[src/rtl/bbox_scanner.sv]
// Triangle bounding-box raster scanner feeding the barycentric stage.
// Optional scissor clamp to SCREEN_W x SCREEN_H via `SCISSOR_CLIP_EN.
module bbox_scanner #(
    parameter int SCREEN_W = 640,
    parameter int SCREEN_H = 480
) (
    input  logic        clk,
    input  logic        rst,
    input  logic        nd,
    output logic        us_rfd,
    input  logic [15:0] v1_x,
    input  logic [15:0] v1_y,
    input  logic [15:0] v2_x,
    input  logic [15:0] v2_y,
    input  logic [15:0] v3_x,
    input  logic [15:0] v3_y,
    input  logic        ds_rfd,
    output logic        rdy,
    output logic [15:0] p_x,
    output logic [15:0] p_y,
    output logic [15:0] o_v1_x,
    output logic [15:0] o_v1_y,
    output logic [15:0] o_v2_x,
    output logic [15:0] o_v2_y,
    output logic [15:0] o_v3_x,
    output logic [15:0] o_v3_y,
    output logic        last,
    output logic        tri_done
);

    typedef enum logic [1:0] {
        S_IDLE,
        S_BBOX,
        S_SCAN
    } state_t;

    state_t      r_state;
    state_t      w_state_nxt;
    logic        w_accept;
    logic        w_xfer;
    logic        w_empty;
    logic        w_x_end;
    logic [15:0] r_xmin;
    logic [15:0] r_xmax;
    logic [15:0] r_ymax;
    logic [15:0] w_xmin;
    logic [15:0] w_xmax;
    logic [15:0] w_ymin;
    logic [15:0] w_ymax;
    logic [15:0] w_xmax_c;
    logic [15:0] w_ymax_c;
    logic [15:0] w_px_nxt;
    logic [15:0] w_py_nxt;

    assign us_rfd = (r_state == S_IDLE);
    assign w_xfer = rdy & ds_rfd;

    // Unsigned min/max over the latched vertices
    always_comb begin
        w_xmin = o_v1_x;
        w_xmax = o_v1_x;
        w_ymin = o_v1_y;
        w_ymax = o_v1_y;
        if (o_v2_x < w_xmin) w_xmin = o_v2_x;
        if (o_v3_x < w_xmin) w_xmin = o_v3_x;
        if (o_v2_x > w_xmax) w_xmax = o_v2_x;
        if (o_v3_x > w_xmax) w_xmax = o_v3_x;
        if (o_v2_y < w_ymin) w_ymin = o_v2_y;
        if (o_v3_y < w_ymin) w_ymin = o_v3_y;
        if (o_v2_y > w_ymax) w_ymax = o_v2_y;
        if (o_v3_y > w_ymax) w_ymax = o_v3_y;
    end

`ifdef SCISSOR_CLIP_EN
    localparam logic [15:0] XLIM = 16'(SCREEN_W - 1);
    localparam logic [15:0] YLIM = 16'(SCREEN_H - 1);

    // Clamp the box max to the last on-screen pixel
    always_comb begin
        w_xmax_c = (w_xmax > XLIM) ? XLIM : w_xmax;
        w_ymax_c = (w_ymax > YLIM) ? YLIM : w_ymax;
    end
`else
    logic w_unused_screen;

    assign w_unused_screen = ^{32'(SCREEN_W), 32'(SCREEN_H)};
    assign w_xmax_c = w_xmax;
    assign w_ymax_c = w_ymax;
`endif

    assign w_empty = (w_xmin > w_xmax_c) || (w_ymin > w_ymax_c);

    // Raster step: compare against max first so 0xFFFF never wraps
    always_comb begin
        w_x_end  = (p_x == r_xmax);
        w_px_nxt = w_x_end ? r_xmin : p_x + 16'd1;
        w_py_nxt = w_x_end ? p_y + 16'd1 : p_y;
    end

    // State register
    always_ff @(posedge clk or negedge rst) begin
        if (!rst) r_state <= S_IDLE;
        else      r_state <= w_state_nxt;
    end

    // Next-state decode
    always_comb begin
        w_state_nxt = r_state;
        w_accept    = 1'b0;
        unique case (r_state)
            S_IDLE: begin
                if (nd) begin
                    w_accept    = 1'b1;
                    w_state_nxt = S_BBOX;
                end
            end
            S_BBOX: w_state_nxt = w_empty ? S_IDLE : S_SCAN;
            S_SCAN: begin
                if (w_xfer && last) w_state_nxt = S_IDLE;
            end
            default: w_state_nxt = S_IDLE;
        endcase
    end

    // Vertex latch on accept
    always_ff @(posedge clk or negedge rst) begin
        if (!rst) begin
            o_v1_x <= '0;
            o_v1_y <= '0;
            o_v2_x <= '0;
            o_v2_y <= '0;
            o_v3_x <= '0;
            o_v3_y <= '0;
        end else if (w_accept) begin
            o_v1_x <= v1_x;
            o_v1_y <= v1_y;
            o_v2_x <= v2_x;
            o_v2_y <= v2_y;
            o_v3_x <= v3_x;
            o_v3_y <= v3_y;
        end
    end

    // Box registers, pixel walk and handshake outputs
    always_ff @(posedge clk or negedge rst) begin
        if (!rst) begin
            r_xmin   <= '0;
            r_xmax   <= '0;
            r_ymax   <= '0;
            p_x      <= '0;
            p_y      <= '0;
            rdy      <= 1'b0;
            last     <= 1'b0;
            tri_done <= 1'b0;
        end else begin
            tri_done <= 1'b0;
            if (r_state == S_BBOX) begin
                r_xmin <= w_xmin;
                r_xmax <= w_xmax_c;
                r_ymax <= w_ymax_c;
                if (w_empty) begin
                    tri_done <= 1'b1;
                end else begin
                    p_x  <= w_xmin;
                    p_y  <= w_ymin;
                    rdy  <= 1'b1;
                    last <= (w_xmin == w_xmax_c) && (w_ymin == w_ymax_c);
                end
            end
            if (w_xfer) begin
                if (last) begin
                    rdy      <= 1'b0;
                    last     <= 1'b0;
                    tri_done <= 1'b1;
                end else begin
                    p_x  <= w_px_nxt;
                    p_y  <= w_py_nxt;
                    last <= (w_px_nxt == r_xmax) && (w_py_nxt == r_ymax);
                end
            end
        end
    end

endmodule

[config.mk]
export PLATFORM = sky130hd
export DESIGN_NAME = bbox_scanner
export DESIGN_NICKNAME = d
export VERILOG_FILES = /design/src/rtl/bbox_scanner.sv
export SDC_FILE = /design/constraint.sdc
export NUM_CORES = 1
export LEC_CHECK = 0
export ABC_AREA = 1
export CAP_MARGIN = 5
export CORE_MARGIN = 3
export CORE_UTILIZATION = 59
export DETAILED_ROUTE_END_ITERATION = 8
export GPL_TIMING_DRIVEN = 0
export PLACE_DENSITY = 0.88
export SYNTH_ARGS = -nofsm -noshare
export SYNTH_HDL_FRONTEND = slang
export SYNTH_SLANG_ARGS = --single-unit
[constraint.sdc]
create_clock -name clk -period 12.2 [get_ports clk]
set_input_delay 1.83 -clock clk [delete_from_list [all_inputs] [get_ports clk]]
set_output_delay 1.83 -clock clk [all_outputs]
set_load 0.01 [all_outputs]
[Yosys cells after proc, flatten, opt, wreduce, memory -nomap -nowiden]
Cells that the tools add are included.
Storage, ports and cells
  word-level logic and storage cells: 82
  flip-flop bits (word level): 181
  output and inout bits: 132
  input port bits: 100
Cells by class
  eq/ne operators: 10
  add/sub/neg operators: 2
  magnitude comparators: 10
  reductions and logical operators: 8
  bitwise operators: 1
  muxes and demuxes: 36
Operators with widths (number)
  2-to-1 mux 16 bit: 18
  > comparator 16 bit: 6
  == test 16 bit: 5
  < comparator 16 bit: 4
  adder 16 x 1 -> 16 bit, second input constant: 2
  2-to-1 mux 1 bit: 14
  2-to-1 mux 2 bit: 3
  != test 2 bit, second input constant: 3
  one-hot mux 2 bit (3 select lines): 1
  AND reduction 2 bit: 2
  logical AND 1 bit: 3
  == test 2 x 1 -> 1 bit, second input constant: 1
  == test 2 bit, second input constant: 1
  zero test 2 bit: 1
  nonzero test 2 bit: 1
  AND 1 bit: 1
  logical OR 1 bit: 1

[Longest topological paths before layout]
Gate-level depths: netlist of the first run.
  word-level depth: 10
  gate-level depth with buffers: 44
  gate-level depth less buffers: 41

[Worst setup path after synthesis of the first run]
No wires, ideal clock.
  path type: register -> register
  start: register o_v1_x[7]
  end: register p_x[2]
  slack: 6.954 ns
  stages on the path, launching flop included: 35
  arrival time: 5.168 ns
  clock period less this slack: 5.246 ns
  data required time: 12.123 ns
  buffers on the path: 3
  setup time: 0.077 ns
  path through: dfrtp_1 > inv_1 > ha_1 > a21o_1 > nor2_1 > nand2_1 > nand2_1 > nand2_2 > nand2_2 > clkbuf_1 > nand2_1 > o21ai_0 > ha_1 > a21oi_1 > nor2_1 > a211oi_1 > nor3_1 > a2111oi_0 > nand2_2 > nand2_2 > buf_4 > nand2_1 > nand2_1 > ha_1 > a21oi_1 > nor2_1 > a211oi_1 > o221a_2 > nand2_1 > nand2_1 > nand3_1 > clkinv_1 > clkbuf_1 > nand3_1 > a21oi_1
Between the ends
  word-level cells in the longest chain between the ends: 10
  elaborated cells between the ends (all ways): 14
  those cells by class: order compare (5); mux (8); reduce/logical (1)
RTL lines
  start, declared: line 21  | output logic [15:0] o_v1_x,
  start signal, assigned: line 135  | o_v1_x <= v1_x;
  < comparator 16 bit or > comparator 16 bit (tied branches): line 64, 66
  2-to-1 mux 16 bit (on tied branches): line 64, 66
  < comparator 16 bit or > comparator 16 bit (tied branches): line 65, 67
  2-to-1 mux 16 bit (on tied branches): line 65, 67
  > comparator 16 bit: line 91  | assign w_empty = (w_xmin > w_xmax_c) || (w_ymin > w_ymax_c);
  logical OR 1 bit: line 91
  2-to-1 mux 16 bit *: line 161  | if (w_empty) begin
  2-to-1 mux 16 bit *: line 157  | if (r_state == S_BBOX) begin
  2-to-1 mux 16 bit: line 171  | if (last) begin
  2-to-1 mux 16 bit *: line 170  | if (w_xfer) begin
  end signal, assigned: line 164  | p_x <= w_xmin;
  end signal, assigned: line 176  | p_x <= w_px_nxt;
  end, declared: line 19  | output logic [15:0] p_x,
Every way passes the cells marked *; elsewhere a longest branch is shown, timed or not.
A chain may end at the register's enable or synchronous reset.

[Worst setup path in the final report of the first run]
  start: register o_v2_x[15]
  end: register p_y[12]
Between the ends
  word-level cells in the longest chain between the ends: 10
  elaborated cells between the ends (all ways): 14
  those cells by class: order compare (5); mux (8); reduce/logical (1)
RTL lines
  start, declared: line 23  | output logic [15:0] o_v2_x,
  start signal, assigned: line 137  | o_v2_x <= v2_x;
  < comparator 16 bit or > comparator 16 bit (tied branches): line 64, 66
  2-to-1 mux 16 bit (on tied branches): line 64, 66
  < comparator 16 bit or > comparator 16 bit (tied branches): line 65, 67
  2-to-1 mux 16 bit (on tied branches): line 65, 67
  > comparator 16 bit *: line 91
  logical OR 1 bit *: line 91
  2-to-1 mux 16 bit *: line 161
  2-to-1 mux 16 bit *: line 157
  2-to-1 mux 16 bit: line 171
  2-to-1 mux 16 bit *: line 170
  end signal, assigned: line 165  | p_y <= w_ymin;
  end signal, assigned: line 177  | p_y <= w_py_nxt;
  end, declared: line 20  | output logic [15:0] p_y,
Marked as above.

==> results of run 1 <==
## through the flow
stage	util	area, um^2	hold slack (ns)
floorplan	-	13500	0.444
global placement	0.731	16200	0.466
detailed placement	0.732	16200	0.471
CTS	0.757	16800	0.493
global route	0.758	16800	0.507
finish	0.758	16800	0.496
## logic make-up (layout without fill, tap and decap cells)
logic type	count (synthesis)	count (layout)
AND/OR/NAND/NOR	1027	1027
buffers and inverters	238	501
other	0	1
AO/OA/AOI/OAI	322	322
flip-flops	181	181
adder cells (fa/ha/maj)	127	127
XOR/XNOR	39	39
## final timing paths
path                       cells after the start          to  slack, ns        from
max                                           29     p_y[12]       4.87  o_v2_x[15]
min                                            2   r_xmin[3]       0.50   r_xmin[3]
max reg2reg                                   29     p_y[12]       4.87  o_v2_x[15]
min reg2reg                                    2   r_xmin[3]       0.50   r_xmin[3]
max in group asynchronous                      2      p_x[7]       9.86         rst
min in group asynchronous                      1  o_v2_x[13]       1.46         rst
## Yosys cell counts, drive strengths merged, types with 3 or more instances
cell type | n | area (um^2)
nand2 | 701 | 2710
o21ai | 183 | 916
dfrtp | 181 | 4530
inv | 156 | 586
nand3 | 156 | 781
ha | 127 | 1590
a21oi | 111 | 559
nor2 | 74 | 288
clkbuf | 59 | 224
nand3b | 48 | 360
xor2 | 24 | 210
buf | 21 | 131
nand4 | 18 | 113
nor3 | 15 | 75.1
xnor2 | 15 | 131
and2 | 13 | 81.3
a211oi | 8 | 60.1
o21a | 5 | 37.5
a21o | 3 | 22.5
## power by group through the flow
stage	Clock [mW]	Combinational, mW	Sequential, mW
floorplan	0	0.00000853	0.611
global placement	0	0.0449	0.612
detailed placement	0	0.0467	0.611
CTS	0.546	0.0468	0.600
global route	0.575	0.0501	0.599
finish	0.551	0.0462	0.599
## layer usage
layer / global-route usage / vias to the layer above / share of wire
li1: - / 6884 / -
met1: 0.535 / 6900 / 0.42
met2: 0.603 / 864 / 0.46
met3: 0.0630 / 100 / 0.10
met4: 0.101 / 0 / 0.023
met5: 0 / - / 0
## registers in the layout, summed over array words and instances (netlist names)
name and count:
o_v2_y 16, last 1, tri_done 1, rdy 1
r_xmin 16, r_xmax 16, r_ymax 16, o_v1_y 16
o_v2_x 16, p_x 16, o_v3_x 16, o_v1_x 16
r_state 2, o_v3_y 16, p_y 16
## final cells by class
type                    instances  area share
multi-input cells            1515       0.480
plain buffers                  80      0.0212
diodes                          1    0.000149
well taps                     280      0.0209
clock inverters                12     0.00738
inverters                     158      0.0353
repair buffers                232       0.140
clock buffers                  19      0.0258
flip-flops and latches        181       0.270
## worst max-delay path: cells and delay by family, from the launching register on
kind,cells,cell delay (ns)
flops,1,0.49
simple gates,15,2.53
buf+inv,4,1.41
fa+ha+maj,3,1.01
compound gates,7,1.80
==> out/results.tsv, run 1 <==
metric	value	unit
portion of netlist area occupied by mux cells	0	
detailed-route wire length per cell	19.0	um
number of unique standard cell types used by synthesis	42	
worst setup timing slack at the placement stage	5.20	ns
required time of the worst setup path	12.57	ns
post-CTS setup buffer count	0	
Total Routed Length	47000	um
Post-Syn Nets	2161	
weighted congestion reported at the end of routability-driven placement	0.953	
type of element capturing the critical path	register	
first-pass GRT wire length	73500	um
share of power burned in the clock network	0.460	
overflow left after global routing	0	
worst slew slack as a fraction of its limit	0.288	
post-synthesis xor/xnor area fraction	0.0252	
cell occurring most often along the worst timing path	sky130_fd_sc_hd__nand2_1	
final layout net count	2412	
effective utilization at floorplan	0.611	
total count of max-transition violations in the final report	0	
basic-gate share of the synthesized area counting and, or, nand and nor cells	0.327	
share of the cycle needed by the critical path after routing	0.601	
worst hold-check path type	reg -> reg	
clock latency at the later pin of the worst-skew pair	0.44	ns
most common cell after layout, fill and taps aside	sky130_fd_sc_hd__nand2_1	
final number of setup-violating endpoints	0	
internal power component	0.913	mW
post-synthesis instance area	13500	um^2
Top-Level Pins	232	
Yosys warning count	0	
post-CTS sizing	0	
area of the die	24800	um^2
CTS Hold Buffers Added	0	
worst vdd ir	0.0000762	V
shortest clock period the worst path allows after layout	7.33	ns
share of synthesized registers carrying an async set or reset	1.00	
Max Clk Rate	0.136	GHz
number of flops mapped to enable cells by yosys	0	
critical path start-end classification	reg -> reg	
Syn-to-layout area delta	24.0	%
most common flop cell mapped by yosys	sky130_fd_sc_hd__dfrtp_1	
critical path arrival	7.69	ns
area of the core	22200	um^2
most used cells in the layout excluding fill and tap cells	sky130_fd_sc_hd__nand2_1, sky130_fd_sc_hd__clkdlybuf4s50_1, sky130_fd_sc_hd__dfrtp_1	
Max Fanout on Critical Path	10	
Seq cells post-synth	181	
cell area power density	71.3	nW/um^2
Global Route Usage Sum	0.377	
switching portion of total power	0.237	
DRC violation count after routing	0	
die outline height	157	um
share of cells above drive strength 1	0.0401	
Port-buffer cells	231	
run status	finished clean	
maximum level of the CTS H-tree	4	
Pwr Total	1.20	mW
arithmetic-cell share of the synthesized area counting full adders, half adders and majority gates	0.117	
CTS root buffer	sky130_fd_sc_hd__clkbuf_16	
average size of a mapped cell	7.00	um^2
sort of element at the start of the critical path	register	
largest family of logic cells by synthesized area	simple AND/OR/NAND/NOR gates	
fill count	1764	
Tightest Pin Transition	1.04	ns
leakage power	8.46	nW
area of the multi-input gates	8060	um^2
Mapped Cells	1934	
largest net degree at the start of global routing	111	
cell count after placement	2446	
area fraction in compound gates after synthesis	0.126	
Die Wd	157	um
half-perimeter wire length of the detailed placement result	36800	um
combinational fraction of design power	0.039	
TritonCTS clock tree	done	
number of global-route vias before repair	13800	
TritonCTS Buffers	17	
number of detailed-route iterations in the first pass	6	
net switching component of the power	0.283	mW
Avg Vias per Cell	5.95	
peak per-stage delay on the critical path	0.82	ns
FF/Latch Area	4530	um^2
Vias	14700	
setup repair after global routing missed its margin	no	
maximum clock path buffer count	2	
maximum capacitance violations	0	
CTS sink count	181	
total negative setup slack	0	ns
Clock Pin Slew Worst Setup and Hold Paths	0.07	ns
count of standard-cell rows	54	
Seq/Total Area, Yosys	0.335	
antenna violations before repair	1	
slowest CP cell	sky130_fd_sc_hd__a2111oi_0	
Post-Route Skew	0.0153	ns
sequential share of power	0.501	
antenna violation net count after detailed routing	0	
Final Hold Viols	0	
final worst-path setup slack	4.87	ns
initial drt markers	1699	
final std cells w/o fill	2478	
Note: power is estimated with default switching activity, not from simulation.
==> run 2, diff against run 1 <==
--- a/config.mk
+++ b/config.mk
@@ -8,10 +8,10 @@
 export ABC_AREA = 1
 export CAP_MARGIN = 5
 export CORE_MARGIN = 3
-export CORE_UTILIZATION = 59
+export CORE_UTILIZATION = 55
 export DETAILED_ROUTE_END_ITERATION = 8
 export GPL_TIMING_DRIVEN = 0
-export PLACE_DENSITY = 0.88
+export PLACE_DENSITY = 0.82
 export SYNTH_ARGS = -nofsm -noshare
 export SYNTH_HDL_FRONTEND = slang
 export SYNTH_SLANG_ARGS = --single-unit
==> constraint.sdc (replaced) <==
create_clock -name clk -period 7.25 [get_ports clk]
set_input_delay 1.0875 -clock clk [delete_from_list [all_inputs] [get_ports clk]]
set_output_delay 1.0875 -clock clk [all_outputs]
set_load 0.01 [all_outputs]
==> run 2 against run 1 <==
Critical path type unchanged. Clock skew is essentially flat. Count of clock-buffer cells in the layout did not move. Worst hold slack got worse by 0.0028 ns. Wire length fell by 1.3%. Cell count rose by 1.6%. Maximum frequency increased by 9.7%. Worst setup slack worse by 4.3 ns. Largest cell class unchanged. Non-clock buffer count did not move. Clock power is 60% higher. Register-to-register slack worse by 4.3 ns. Sequential power is 69% higher. Via count decreased by 2.2%.
==> out/results.tsv, run 2 (synthesis gave the netlist of run 1 again) <==
metric	value	unit	change
Top-Level Pins	232		unchanged
count of standard-cell rows	56		was 54
cells on worst reg2reg path	32		was 29
Max Clk Rate	0.150	GHz	was 0.136 GHz
overflow left after global routing	0		unchanged
critical path arrival	6.98	ns	was 7.69 ns
die outline height	163	um	was 157 um
buffer and inverter count on the worst path	8		was 4
worst hold-check path type	reg -> reg		unchanged
TritonCTS Buffers	17		unchanged
required time of the worst setup path	7.54	ns	was 12.57 ns
Pwr Total	1.97	mW	was 1.20 mW
total negative setup slack	0	ns	unchanged
total count of max-transition violations in the final report	0		unchanged
worst slew slack as a fraction of its limit	0.528		was 0.288
final std cells w/o fill	2517		was 2478
slowest CP cell	sky130_fd_sc_hd__o21ai_0		was sky130_fd_sc_hd__a2111oi_0
area of the core	23800	um^2	was 22200 um^2
number of diodes	0		was 1
setup repair after global routing missed its margin	no		unchanged
run status	finished clean		unchanged
Die Wd	163	um	was 157 um
Port-buffer cells	231		unchanged
DRC violation count after routing	0		unchanged
maximum capacitance violations	0		unchanged
most used cells in the layout excluding fill and tap cells	sky130_fd_sc_hd__nand2_1, sky130_fd_sc_hd__clkdlybuf4s50_1, sky130_fd_sc_hd__dfrtp_1		unchanged
initial drt markers	1445		was 1699
Total Routed Length	46400	um	was 47000 um
largest net degree at the start of global routing	122		was 111
Crit Reg-Reg Startpoint	o_v1_y[15]		was o_v2_x[15]
fill count	2019		was 1764
final number of setup-violating endpoints	0		unchanged
worst vdd ir	0.000135	V	was 0.0000762 V
type of element capturing the critical path	register		unchanged
worst setup timing slack at the placement stage	0.200	ns	was 5.20 ns
most common cell after layout, fill and taps aside	sky130_fd_sc_hd__nand2_1		unchanged
maximum clock path buffer count	2		unchanged
Tightest Pin Transition	0.708	ns	was 1.04 ns
number of detailed-route iterations in the first pass	6		unchanged
final design area excluding fillers	16800	um^2	about the same
worst hold start	r_xmin[15]		was r_xmin[3]
first-pass GRT wire length	73100	um	was 73500 um
share of the cycle needed by the critical path after routing	0.922		was 0.601
number of global-route vias before repair	13600		was 13800
Placed Instance Area	16300	um^2	was 16200 um^2
endpoint of the worst hold-timing path	r_xmin[15]		was r_xmin[3]
clock latency at the later pin of the worst-skew pair	0.44	ns	about the same
Hold Path Cell Cnt	2		unchanged
worst-case register-to-register setup slack	0.57	ns	was 4.87 ns
antenna violation net count after detailed routing	0		unchanged
Post-Route Skew	0.0155	ns	was 0.0153 ns
maximum level of the CTS H-tree	4		unchanged
area of the die	26500	um^2	was 24800 um^2
final layout net count	2412		unchanged
cell occurring most often along the worst timing path	sky130_fd_sc_hd__nand2_1		unchanged
Global Route Usage Sum	0.349		was 0.377
Finished Core Util	0.707		was 0.758
detailed-route wire length per cell	18.4	um	was 19.0 um
share of cells above drive strength 1	0.0414		was 0.0401
TritonCTS clock tree	done		unchanged
final worst-path setup slack	0.568	ns	was 4.87 ns
terminus of the critical flop-to-flop path	p_y[11]		was p_y[12]
peak per-stage delay on the critical path	0.50	ns	was 0.82 ns
leakage power	8.46	nW	about the same
critical path start-end classification	reg -> reg		unchanged
Clock Pin Slew Worst Setup and Hold Paths	0.08	ns	was 0.07 ns
Syn-to-layout area delta	24.4	%	was 24.0%
minimum hold slack	0.493	ns	was 0.496 ns
post-CTS setup buffer count	0		unchanged
Vias	14400		was 14700
effective utilization at floorplan	0.568		was 0.611
crit-path leading delay family	compound AO/OA/AOI/OAI gates		was simple AND/OR/NAND/NOR gates
Avg Vias per Cell	5.73		was 5.95
weighted congestion reported at the end of routability-driven placement	0.948		was 0.953
cell area power density	117	nW/um^2	was 71.3 nW/um^2
CTS root buffer	sky130_fd_sc_hd__clkbuf_16		unchanged
sort of element at the start of the critical path	register		unchanged
antenna violations before repair	1		unchanged
cell count after placement	2485		was 2446
shortest clock period the worst path allows after layout	6.68	ns	was 7.33 ns
Final Hold Viols	0		unchanged
CTS sink count	181		unchanged
Max Fanout on Critical Path	10		unchanged
half-perimeter wire length of the detailed placement result	37000	um	was 36800 um
==> run 2: cell type report <==
class,instances,area (um^2),share of cell area
plain buffers,80,357,0.0212
well taps,319,399,0.0237
repair buffers,232,2340,0.139
clock inverters,13,100,0.00595
multi-input cells,1515,8080,0.480
inverters,158,593,0.0352
clock buffers,19,433,0.0257
flip-flops and latches,181,4530,0.269
==> run 2: worst register-to-register path, delay by kind of cell, from the launching register on <==
kind / cells / cell delay, ns
compound gates: 9 / 2.00
flops: 1 / 0.43
buf+inv: 8 / 1.66
fa+ha+maj: 3 / 0.95
simple gates: 12 / 1.50
==> run 2: routing by layer <==
metal | wire (um) | vias to the layer above | GRT usage
li1 | - | 6887 | -
met1 | 20400 | 6718 | 0.501
met2 | 21000 | 723 | 0.556
met3 | 4060 | 90 | 0.0542
met4 | 975 | 2 | 0.0873
met5 | 13 | - | 0
==> run 2: power breakdown <==
group	switching, mW	leakage (nW)	total [mW]	internal, mW
clock network	0.441	0.252	0.884	0.443
registers	0	2.10	1.01	1.01
logic	0.0290	6.11	0.0770	0.0480
total	0.470	8.46	1.97	1.50
==> run 2: how the worst max path moves through the flow <==
stage,start,end,slack (ns),depth (start not counted)
2_1_floorplan,o_v1_x[7],p_x[2],2.00,34
3_3_place_gp,rst,o_v2_x[10],-2.52,1
3_5_place_dp,o_v2_x[15],p_y[12],0.20,33
4_1_cts,o_v2_x[15],p_y[12],0.15,33
5_1_grt,o_v2_x[15],p_y[12],0.08,32
6_report,o_v1_y[15],p_y[11],0.57,32
==> run 2: repair_timing <==
| item | 4_1_cts | 5_1_grt |
|---|---|---|
| hold buffers | 0 | 0 |
| resized for setup | 0 | 6 |
| setup endpoints to repair | 0 | 33 |
| endpoints found under the hold margin | 0 | 0 |
